$ cat src/rtl/mips_ctrl_pkg.sv
// Shared encodings for the multicycle MIPS control unit: FSM states, opcode/funct
// constants, datapath mux selects and the control-word payload.
package mips_ctrl_pkg;

    typedef enum logic [3:0] {
        S_FETCH   = 4'd0,
        S_DECODE  = 4'd1,
        S_MEMADR  = 4'd2,
        S_MEMRD   = 4'd3,
        S_MEMWB   = 4'd4,
        S_MEMWR   = 4'd5,
        S_EXEC_R  = 4'd6,
        S_RWB     = 4'd7,
        S_ADDI_EX = 4'd8,
        S_ADDI_WB = 4'd9,
        S_BRANCH  = 4'd10,
        S_JUMP    = 4'd11,
        S_JR      = 4'd12,
        S_JAL     = 4'd13,
        S_TRAP    = 4'd14
    } state_t;

    localparam logic [5:0] OP_RTYPE = 6'b000000;
    localparam logic [5:0] OP_LW    = 6'b100011;
    localparam logic [5:0] OP_SW    = 6'b101011;
    localparam logic [5:0] OP_BEQ   = 6'b000100;
    localparam logic [5:0] OP_BNE   = 6'b000101;
    localparam logic [5:0] OP_ADDI  = 6'b001000;
    localparam logic [5:0] OP_J     = 6'b000010;
    localparam logic [5:0] OP_JAL   = 6'b000011;
    localparam logic [5:0] FUNCT_JR = 6'b001000;

    localparam logic [1:0] REGDST_RT = 2'b00;
    localparam logic [1:0] REGDST_RD = 2'b01;
    localparam logic [1:0] REGDST_RA = 2'b10;

    localparam logic [1:0] MEMTOREG_ALU = 2'b00;
    localparam logic [1:0] MEMTOREG_MDR = 2'b01;
    localparam logic [1:0] MEMTOREG_PC  = 2'b10;

    localparam logic [1:0] PCSRC_ALU    = 2'b00;
    localparam logic [1:0] PCSRC_ALUOUT = 2'b01;
    localparam logic [1:0] PCSRC_JUMP   = 2'b10;
    localparam logic [1:0] PCSRC_RS     = 2'b11;

    localparam logic [1:0] ALUSRCB_RT    = 2'b00;
    localparam logic [1:0] ALUSRCB_FOUR  = 2'b01;
    localparam logic [1:0] ALUSRCB_IMM   = 2'b10;
    localparam logic [1:0] ALUSRCB_IMMSH = 2'b11;

    localparam logic [1:0] ALUOP_ADD   = 2'b00;
    localparam logic [1:0] ALUOP_SUB   = 2'b01;
    localparam logic [1:0] ALUOP_FUNCT = 2'b10;

    typedef struct packed {
        logic       pc_write;
        logic       ir_write;
        logic       iord;
        logic       mem_read;
        logic       mem_write;
        logic [1:0] mem_toreg;
        logic [1:0] reg_dst;
        logic       reg_write;
        logic       alu_src_a;
        logic [1:0] alu_src_b;
        logic [1:0] alu_op;
        logic [1:0] pc_src;
    } ctrl_t;

    localparam ctrl_t CTRL_IDLE = '0;

endpackage

$ cat src/rtl/mem_wait_timer.sv
// Counts consecutive not-ready cycles of a memory access and flags the cycle
// on which the wait limit is reached; a ready in that same cycle suppresses it.
module mem_wait_timer #(
    parameter int unsigned MEM_WAIT_MAX = 15,
    parameter int unsigned WAIT_W       = 4
) (
    input  logic clk,
    input  logic rst_n,
    input  logic active,
    input  logic ready,
    output logic timeout_c
);

    localparam bit               ENABLED = (MEM_WAIT_MAX != 0);
    localparam logic [WAIT_W-1:0] LAST   = WAIT_W'((MEM_WAIT_MAX == 0) ? 0 : MEM_WAIT_MAX - 1);

    logic [WAIT_W-1:0] cnt;

    // cnt holds the number of not-ready cycles already spent in this access
    assign timeout_c = ENABLED && active && !ready && (cnt == LAST);

    always_ff @(posedge clk or negedge rst_n) begin
        if (!rst_n) begin
            cnt <= '0;
        end else if (!active || ready || timeout_c) begin
            cnt <= '0;
        end else begin
            cnt <= cnt + WAIT_W'(1);
        end
    end

endmodule

$ cat src/rtl/multicycle_control_32.sv
// Multicycle MIPS control FSM: sequences fetch/decode/execute/memory/writeback
// for the shared-ALU/shared-memory datapath, with memory timeout and sticky TRAP.
module multicycle_control_32
    import mips_ctrl_pkg::*;
#(
    parameter int unsigned MEM_WAIT_MAX = 15,
    parameter int unsigned WAIT_W       = 4,
    parameter bit          ENABLE_JAL   = 1'b1
) (
    input  logic       clk,
    input  logic       rst_n,
    input  logic [5:0] opcode,
    input  logic [5:0] funct,
    input  logic       zero,
    input  logic       mem_ready,
    output logic       pc_write,
    output logic       ir_write,
    output logic       iord,
    output logic       mem_read,
    output logic       mem_write,
    output logic [1:0] mem_toreg,
    output logic [1:0] reg_dst,
    output logic       reg_write,
    output logic       alu_src_a,
    output logic [1:0] alu_src_b,
    output logic [1:0] alu_op,
    output logic [1:0] pc_src,
    output logic [3:0] state,
    output logic       err_illegal_opcode,
    output logic       err_mem_timeout
);

    state_t     state_q, state_d;
    logic [5:0] op_q;
    logic       err_ill_q, err_to_q;
    logic       wait_active_c, timeout_c, illegal_c;
    ctrl_t      ctrl_c;

    assign wait_active_c = (state_q == S_FETCH) || (state_q == S_MEMRD) || (state_q == S_MEMWR);

    mem_wait_timer #(
        .MEM_WAIT_MAX (MEM_WAIT_MAX),
        .WAIT_W       (WAIT_W)
    ) u_wait (
        .clk       (clk),
        .rst_n     (rst_n),
        .active    (wait_active_c),
        .ready     (mem_ready),
        .timeout_c (timeout_c)
    );

    // Next-state logic; opcode/funct only matter in DECODE
    always_comb begin
        state_d = state_q;
        case (state_q)
            S_FETCH: begin
                if (mem_ready)      state_d = S_DECODE;
                else if (timeout_c) state_d = S_TRAP;
            end
            S_DECODE: begin
                case (opcode)
                    OP_RTYPE:     state_d = (funct == FUNCT_JR) ? S_JR : S_EXEC_R;
                    OP_LW, OP_SW: state_d = S_MEMADR;
                    OP_BEQ, OP_BNE: state_d = S_BRANCH;
                    OP_ADDI:      state_d = S_ADDI_EX;
                    OP_J:         state_d = S_JUMP;
                    OP_JAL:       state_d = ENABLE_JAL ? S_JAL : S_TRAP;
                    default:      state_d = S_TRAP;
                endcase
            end
            S_MEMADR:  state_d = (op_q == OP_SW) ? S_MEMWR : S_MEMRD;
            S_MEMRD: begin
                if (mem_ready)      state_d = S_MEMWB;
                else if (timeout_c) state_d = S_TRAP;
            end
            S_MEMWR: begin
                if (mem_ready)      state_d = S_FETCH;
                else if (timeout_c) state_d = S_TRAP;
            end
            S_EXEC_R:  state_d = S_RWB;
            S_ADDI_EX: state_d = S_ADDI_WB;
            S_MEMWB, S_RWB, S_ADDI_WB, S_BRANCH, S_JUMP, S_JR, S_JAL: state_d = S_FETCH;
            S_TRAP:    state_d = S_TRAP;
            default:   state_d = S_TRAP;
        endcase
    end

    assign illegal_c = (state_q == S_DECODE) && (state_d == S_TRAP);

    // Control word decoded from state; ir/pc writes also follow mem_ready/zero
    always_comb begin
        ctrl_c = CTRL_IDLE;
        case (state_q)
            S_FETCH: begin
                ctrl_c.mem_read  = 1'b1;
                ctrl_c.alu_src_b = ALUSRCB_FOUR;
                ctrl_c.alu_op    = ALUOP_ADD;
                ctrl_c.pc_src    = PCSRC_ALU;
                ctrl_c.ir_write  = mem_ready;
                ctrl_c.pc_write  = mem_ready;
            end
            S_DECODE: begin
                ctrl_c.alu_src_b = ALUSRCB_IMMSH;
                ctrl_c.alu_op    = ALUOP_ADD;
            end
            S_MEMADR, S_ADDI_EX: begin
                ctrl_c.alu_src_a = 1'b1;
                ctrl_c.alu_src_b = ALUSRCB_IMM;
                ctrl_c.alu_op    = ALUOP_ADD;
            end
            S_MEMRD: begin
                ctrl_c.mem_read = 1'b1;
                ctrl_c.iord     = 1'b1;
            end
            S_MEMWB: begin
                ctrl_c.reg_write = 1'b1;
                ctrl_c.reg_dst   = REGDST_RT;
                ctrl_c.mem_toreg = MEMTOREG_MDR;
            end
            S_MEMWR: begin
                ctrl_c.mem_write = 1'b1;
                ctrl_c.iord      = 1'b1;
            end
            S_EXEC_R: begin
                ctrl_c.alu_src_a = 1'b1;
                ctrl_c.alu_src_b = ALUSRCB_RT;
                ctrl_c.alu_op    = ALUOP_FUNCT;
            end
            S_RWB: begin
                ctrl_c.reg_write = 1'b1;
                ctrl_c.reg_dst   = REGDST_RD;
                ctrl_c.mem_toreg = MEMTOREG_ALU;
            end
            S_ADDI_WB: begin
                ctrl_c.reg_write = 1'b1;
                ctrl_c.reg_dst   = REGDST_RT;
            end
            S_BRANCH: begin
                // op_q[0] distinguishes bne from beq
                ctrl_c.alu_src_a = 1'b1;
                ctrl_c.alu_src_b = ALUSRCB_RT;
                ctrl_c.alu_op    = ALUOP_SUB;
                ctrl_c.pc_src    = PCSRC_ALUOUT;
                ctrl_c.pc_write  = zero ^ op_q[0];
            end
            S_JUMP: begin
                ctrl_c.pc_src   = PCSRC_JUMP;
                ctrl_c.pc_write = 1'b1;
            end
            S_JR: begin
                ctrl_c.pc_src   = PCSRC_RS;
                ctrl_c.pc_write = 1'b1;
            end
            S_JAL: begin
                ctrl_c.pc_src    = PCSRC_JUMP;
                ctrl_c.pc_write  = 1'b1;
                ctrl_c.reg_write = 1'b1;
                ctrl_c.reg_dst   = REGDST_RA;
                ctrl_c.mem_toreg = MEMTOREG_PC;
            end
            default: ctrl_c = CTRL_IDLE;
        endcase
    end

    // State, latched opcode and sticky error flags
    always_ff @(posedge clk or negedge rst_n) begin
        if (!rst_n) begin
            state_q   <= S_FETCH;
            op_q      <= '0;
            err_ill_q <= 1'b0;
            err_to_q  <= 1'b0;
        end else begin
            state_q <= state_d;
            if (state_q == S_DECODE) op_q <= opcode;
            if (illegal_c)           err_ill_q <= 1'b1;
            if (timeout_c)           err_to_q  <= 1'b1;
        end
    end

    // Strobes drop as soon as reset asserts, even mid-access
    assign pc_write  = ctrl_c.pc_write  & rst_n;
    assign ir_write  = ctrl_c.ir_write  & rst_n;
    assign mem_read  = ctrl_c.mem_read  & rst_n;
    assign mem_write = ctrl_c.mem_write & rst_n;
    assign reg_write = ctrl_c.reg_write & rst_n;

    assign iord      = ctrl_c.iord;
    assign mem_toreg = ctrl_c.mem_toreg;
    assign reg_dst   = ctrl_c.reg_dst;
    assign alu_src_a = ctrl_c.alu_src_a;
    assign alu_src_b = ctrl_c.alu_src_b;
    assign alu_op    = ctrl_c.alu_op;
    assign pc_src    = ctrl_c.pc_src;
    assign state     = state_q;

    assign err_illegal_opcode = err_ill_q;
    assign err_mem_timeout    = err_to_q;

endmodule

$ cat config.mk
export PLATFORM = sky130hd
export DESIGN_NAME = multicycle_control_32
export DESIGN_NICKNAME = d
export VERILOG_FILES = /design/src/rtl/mips_ctrl_pkg.sv /design/src/rtl/mem_wait_timer.sv /design/src/rtl/multicycle_control_32.sv
export SDC_FILE = /design/constraint.sdc
export NUM_CORES = 1
export LEC_CHECK = 0
export CAP_MARGIN = 15
export CORE_ASPECT_RATIO = 0.8
export CORE_MARGIN = 4
export CORE_UTILIZATION = 23
export DETAILED_ROUTE_END_ITERATION = 16
export HOLD_SLACK_MARGIN = 0.12
export SLEW_MARGIN = 20
export SYNTH_ARGS = -nofsm -noshare
export SYNTH_HDL_FRONTEND = slang
export SYNTH_HIERARCHICAL = 1
export SYNTH_SLANG_ARGS = --single-unit
$ cat constraint.sdc
create_clock -name clk -period 6.7 [get_ports clk]
set_input_delay 0.67 -clock clk [delete_from_list [all_inputs] [get_ports clk]]
set_output_delay 0.67 -clock clk [all_outputs]
set_load 0.005 [all_outputs]
==> results.txt, run 1 <==
Status -> finished clean
PwrDens -> 125 nW/µm²
Number of synthesized flops with an enable pin -> 0
Final Util -> 0.348
CTS Sinks -> 16
Die height -> 72.0 µm
Final setup viols -> 0
FP Rows -> 22
Post-cts gate resize count -> 0
Synth top cells by count -> dfrtp_1 (16), nor2_1 (13), a21oi_1 (7), nand2_1 (7), mux2_1 (6)
Dpl hpwl -> 2370 µm
Count leader, synth -> dfrtp_1
Setup TNS -> 0 ns
Fin crit share -> 0.496
First-pass GRT wire length -> 5360 µm
Die Width -> 88.0 µm
Area fraction of the dominant cell type after synthesis -> 0.340
Core Area -> 4760 µm²
Total gr overflow -> 0
Detailed Route Iter0 Violations -> 103
Largest net degree at the start of global routing -> 24
WP data required -> 6.03 ns
Clock Root Buffer -> clkbuf_8
Total Routing Usage GR -> 0.107
Starting Density -> 0.247
Detailed Route WL -> 3190 µm
Worst hold-check path type -> reg -> reg
DRT antenna net count -> 0
Slew Viols, Final -> 0
Post-CTS setup buffer count -> 0
Worst-Margin Slew -> 0.729 ns
Final Hold Viols -> 0
Clock slew at reported path FFs -> 0.07 ns
Skew final -> 0.00543 ns
Crit path DAT -> 2.65 ns
Leak pwr -> 0.622 nW
Critical path fanouts, max -> 20
Hold depth -> 1
TritonRoute pass-1 iters -> 4
Flop-to-flop setup slack -> 3.69 ns
Layout area overhead -> 41.0%
Hold Startpoint -> err_illegal_opcode
Relative slew slack -> 0.513
Worst Hold End -> err_illegal_opcode
CTS HTree Levels -> 1
Minimum clock period -> 3.32 ns
DR WL/cell -> 14.1 µm
Hold buffer count at CTS -> 0
CTS tree -> built
Synth area leader -> dfrtp_1
Post-Syn Area -> 1180 µm²
Ys async rst share -> 1.00
DIE AREA -> 6330 µm²
WS Path Type -> in -> out
Final #Nets -> 186
Synthesized Nets -> 150
Synth cell types -> 49
RSZ-0062 raised after global routing -> no
Peak supply drop -> 0.0000894 V
Vias per inst -> 5.03
Reg2reg end -> err_illegal_opcode
Synth warnings -> 6
Initial antenna violation count -> 0
Register area share after synthesis -> 0.340
Synth Area per Inst -> 8.91 µm²
TritonCTS Buffers -> 3
I/O Buffers -> 38
Area contributors post-synth -> dfrtp_1 (34%), mux2_1 (5.7%), nor2_1 (4.1%)
# DRC -> 0
I/O pin count -> 39
Type of origin of the critical path -> input port
Layout cells sized above 1 -> 0.0958
Crit end category -> primary output
GP Congestion -> 0.741
Number of diodes -> 0
Worst-Skew Late Latency -> 0.25 ns
Number of global-route vias before repair -> 1,093
Via Count -> 1,142
Fmax -> 301 MHz
Max_cap viols -> 0
R2R depth -> 8
Reg-to-Reg Start -> state[1]
Post-synthesis sequential element count -> 16
Synth Flop Type -> dfrtp_1
Mapped Cells -> 132
Max clock buf depth -> 2
[kinds of logic (layout without fill, tap and decap cells)]
kind of cell / Yosys count / in the layout / share of synthesized area
flip-flops: 16 / 16 / 0.340
AO/OA/AOI/OAI: 31 / 31 / 0.195
AND/OR/NAND/NOR: 61 / 61 / 0.309
adder cells (fa/ha/maj): 2 / 2 / 0.0213
buffers and inverters: 11 / 46 / 0.0404
multiplexers: 6 / 6 / 0.0574
XOR/XNOR: 5 / 5 / 0.0372
[metrics by stage]
| stage | hold slack (ns) | instances | cell area [µm²] | worst slack [ns] | power, W |
|---|---|---|---|---|---|
| finish | 0.480 | 227 | 1660 | 3.38 | 0.000206 |
| global route | 0.503 | 227 | 1660 | 3.15 | 0.000214 |
| CTS | 0.486 | 227 | 1660 | 3.35 | 0.000210 |
| detailed placement | 0.465 | 223 | 1600 | 3.37 | 0.000122 |
| global placement | 0.469 | 223 | 1600 | 3.43 | 0.000121 |
| floorplan | 0.374 | 132 | 1180 | 4.27 | 0.000106 |
[cell type report]
type	count	area, µm²
tap	60	75.1
inverter	3	11.3
fill	483	3100
timing repair buffer	39	388
sequential	16	400
clock buffer	4	55.1
multi-input combinational	105	728
[cell usage in the layout, fill, tap and decap left out, drive strengths merged, types with 2 or more instances in the layout]
master and n:
ha 2, a32oi 2, nand3 4, mux2 6, inv 3, xnor2 2
nand3b 3, a21oi 8, a31oi 2, dfrtp 16, nor4b 3, nor3 5
nand2 8, o211ai 2, and2 2, or4b 3, nor2 14, clkdlybuf4s50 38
a21o 4, and3 5, a31o 2, xor2 3, nor2b 4, nor3b 4
clkbuf 4, o21ai 4
[critical path, cell delays in order]
cell and delay (ns):
clkdlybuf4s50_1 0.46, buf_4 0.26, nand2_1 0.10, nor4b_1 0.53
a21o_1 0.14, clkdlybuf4s50_1 0.49
[flip-flops by register name, summed over array words and instances (netlist names)]
name / cells
op_q: 6
state: 4
u_wait/cnt: 4
err_illegal_opcode: 1
err_mem_timeout: 1
[report_power, final]
part / switching (W) / internal, W
Combinational: 0.00000863 / 0.0000115
Sequential: 0.000000973 / 0.0000984
Clock: 0.0000347 / 0.0000521
Total: 0.0000443 / 0.000162
[worst max-delay path by stage]
stage,endpoint,startpoint,slack (ns)
4_1_cts,pc_write,rst_n,3.35
3_5_place_dp,pc_write,rst_n,3.37
5_1_grt,pc_write,rst_n,3.15
6_report,pc_write,rst_n,3.38
3_3_place_gp,pc_write,rst_n,3.43
2_1_floorplan,err_illegal_opcode,state[0],4.27
[per-layer routing]
metal / routed length (µm) / share of wire / GRT usage / vias up
met3: 215 / 0.067 / 0.0295 / 4
li1: - / - / - / 559
met2: 1330 / 0.42 / 0.151 / 40
met5: 0 / 0 / 0 / -
met1: 1610 / 0.51 / 0.162 / 539
met4: 35 / 0.011 / 0.0170 / 0
No activity file was read; power rests on OpenSTA's default activity.
==> inputs of run 2 (changes only) <==
Clock period 6.7 ns to 3.4 ns, I/O delays scaled along.
==> run 2 against run 1 <==
Combinational power grew 95%. Sequential power up 97%. Routed wire length about the same. Global-route usage decreased by 0.24 points. Clock skew grew 0.0036 ns. Critical path type is now reg -> reg. Largest power group unchanged.
==> results.txt, run 2 (synthesis gave the netlist of run 1 again) <==
Setup WS pre-CTS -> 0.543 ns
Final setup viols -> 0
Max reg flops -> 6
TritonCTS Buffers -> 3
Layout area overhead -> 42.9%
DRT antenna net count -> 0
Die Width -> 88.0 µm
DIE AREA -> 6330 µm²
Commonest non-fill, non-tap cell in the layout -> clkdlybuf4s50_1
Placed cells -> 226
Core Area -> 4760 µm²
Cell chain of the critical path -> xor2_1 > a21oi_1 > nor2_1 > nor3b_1 > inv_1 > o32ai_1 > o211a_1 > a31o_1
RSZ-0062 raised after global routing -> no
Minimum clock period -> 2.93 ns
Status -> finished clean
GP Congestion -> 0.832
Hold buffer count at CTS -> 0
Worst-Skew Late Latency -> 0.26 ns
Fmax -> 341 MHz
I/O pin count -> 39
Vias per inst -> 4.83
Post-cts gate resize count -> 0
Type of origin of the critical path -> register
# DRC -> 0
WP data required -> 3.60 ns
Post-Layout Cell Count -> 230
Post-CTS setup buffer count -> 0
Crit end category -> register
Die height -> 72.0 µm
Fin crit share -> 0.863
Max clock buf depth -> 2
Setup TNS -> 0 ns
Most frequent cells in the layout -> clkdlybuf4s50_1 (38), dfrtp_1 (16), nor2_1 (13), a21oi_1 (7), nand2_1 (7)
Detailed Route Iter0 Violations -> 49
Starting Density -> 0.247
CTS HTree Levels -> 1
PwrDens -> 244 nW/µm²
Critical Path Slowest Stage Cell -> dfrtp_1
Reg-to-Reg Start -> state[1]
Number of diodes -> 0
Largest stage delay on the critical path -> 0.82 ns
CTS tree -> built
Worst Setup SP -> state[1]
Worst Slack Setup Final -> 0.466 ns
TritonRoute pass-1 iters -> 4
Final-layout fill cell count -> 494
Fin area -> 1680 µm²
Area after DPL -> 1630 µm²
Total gr overflow -> 0
Worst hold-check path type -> reg -> reg
Via Count -> 1,111
Clock Root Buffer -> clkbuf_8
Leak pwr -> 0.636 nW
Largest net degree at the start of global routing -> 24
DR WL/cell -> 13.9 µm
Detailed Route WL -> 3190 µm
CTS Sinks -> 16
Slew Viols, Final -> 0
Final Hold Viols -> 0
First-pass GRT wire length -> 5200 µm
Dpl hpwl -> 2410 µm
Critical path fanouts, max -> 23
Hold Startpoint -> op_q[3]
Crit path DAT -> 3.13 ns
Worst-Margin Slew -> 0.733 ns
Peak supply drop -> 0.000147 V
Total Routing Usage GR -> 0.104
Relative slew slack -> 0.511
Skew final -> 0.00904 ns
Clock slew at reported path FFs -> 0.07 ns
Most flops, register -> op_q
Number of global-route vias before repair -> 1,045
I/O Buffers -> 38
Hold slack final -> 0.484 ns
Final #Nets -> 189
WS Path Type -> reg -> reg
FP Rows -> 22
Max_cap viols -> 0
Layout cells sized above 1 -> 0.112
Initial antenna violation count -> 0
==> run 2: changes by cell type in the layout (fill, tap and decap cells not counted) <==
cell | before | now
buf_4 | 1 | 4
==> run 2: worst max-delay path: cells and delay by family, from the launching register on <==
| family | cells | cell delay [ns] |
|---|---|---|
| buf+inv | 1 | 0.14 |
| compound gates | 4 | 0.86 |
| simple gates | 2 | 0.73 |
| xor+xnor | 1 | 0.32 |
| flops | 1 | 0.82 |
==> run 2: final timing paths <==
kind | endpoint | slack, ns | cells after the start
worst max-delay path | err_illegal_opcode | 0.47 | 8
worst max register to register | err_illegal_opcode | 0.47 | 8
worst min-delay path | op_q[3] | 0.48 | 1
min in group asynchronous | state[0] | 0.49 | 2
worst min register to register | op_q[3] | 0.48 | 1
max in group asynchronous | err_mem_timeout | 2.71 | 2
==> run 2: metal layers <==
layer,wire length [µm],global-route usage,vias to the layer above
li1,-,-,567
met5,0,0,-
met1,1620,0.151,507
met2,1310,0.151,32
met4,24,0.0256,0
met3,242,0.0318,5
==> run 2: metrics by stage <==
| stage | power (W) | utilization |
|---|---|---|
| floorplan | 0.000209 | - |
| global placement | 0.000239 | 0.341 |
| detailed placement | 0.000239 | 0.341 |
| CTS | 0.000416 | 0.353 |
| global route | 0.000428 | 0.353 |
| finish | 0.000409 | 0.353 |
==> run 2: area by class of cell <==
cell class,instances,area (µm²),share of cell area
clock buffer,4,55.1,0.0328
multi-input combinational,105,728,0.433
timing repair buffer,42,410,0.244
sequential,16,400,0.238
inverter,3,11.3,0.00670
tap,60,75.1,0.0447
==> run 2: power breakdown <==
group,switching [W],internal [W],total (W)
combinational,0.0000166,0.0000228,0.0000394
sequential,0.00000193,0.000194,0.000196
clock,0.0000712,0.000103,0.000174
==> inputs of run 3 (changes only) <==
Settings changed: CAP_MARGIN 15 to unset.
==> results of run 3 <==
Final layout, timing and power as in run 2 (identical DEF).
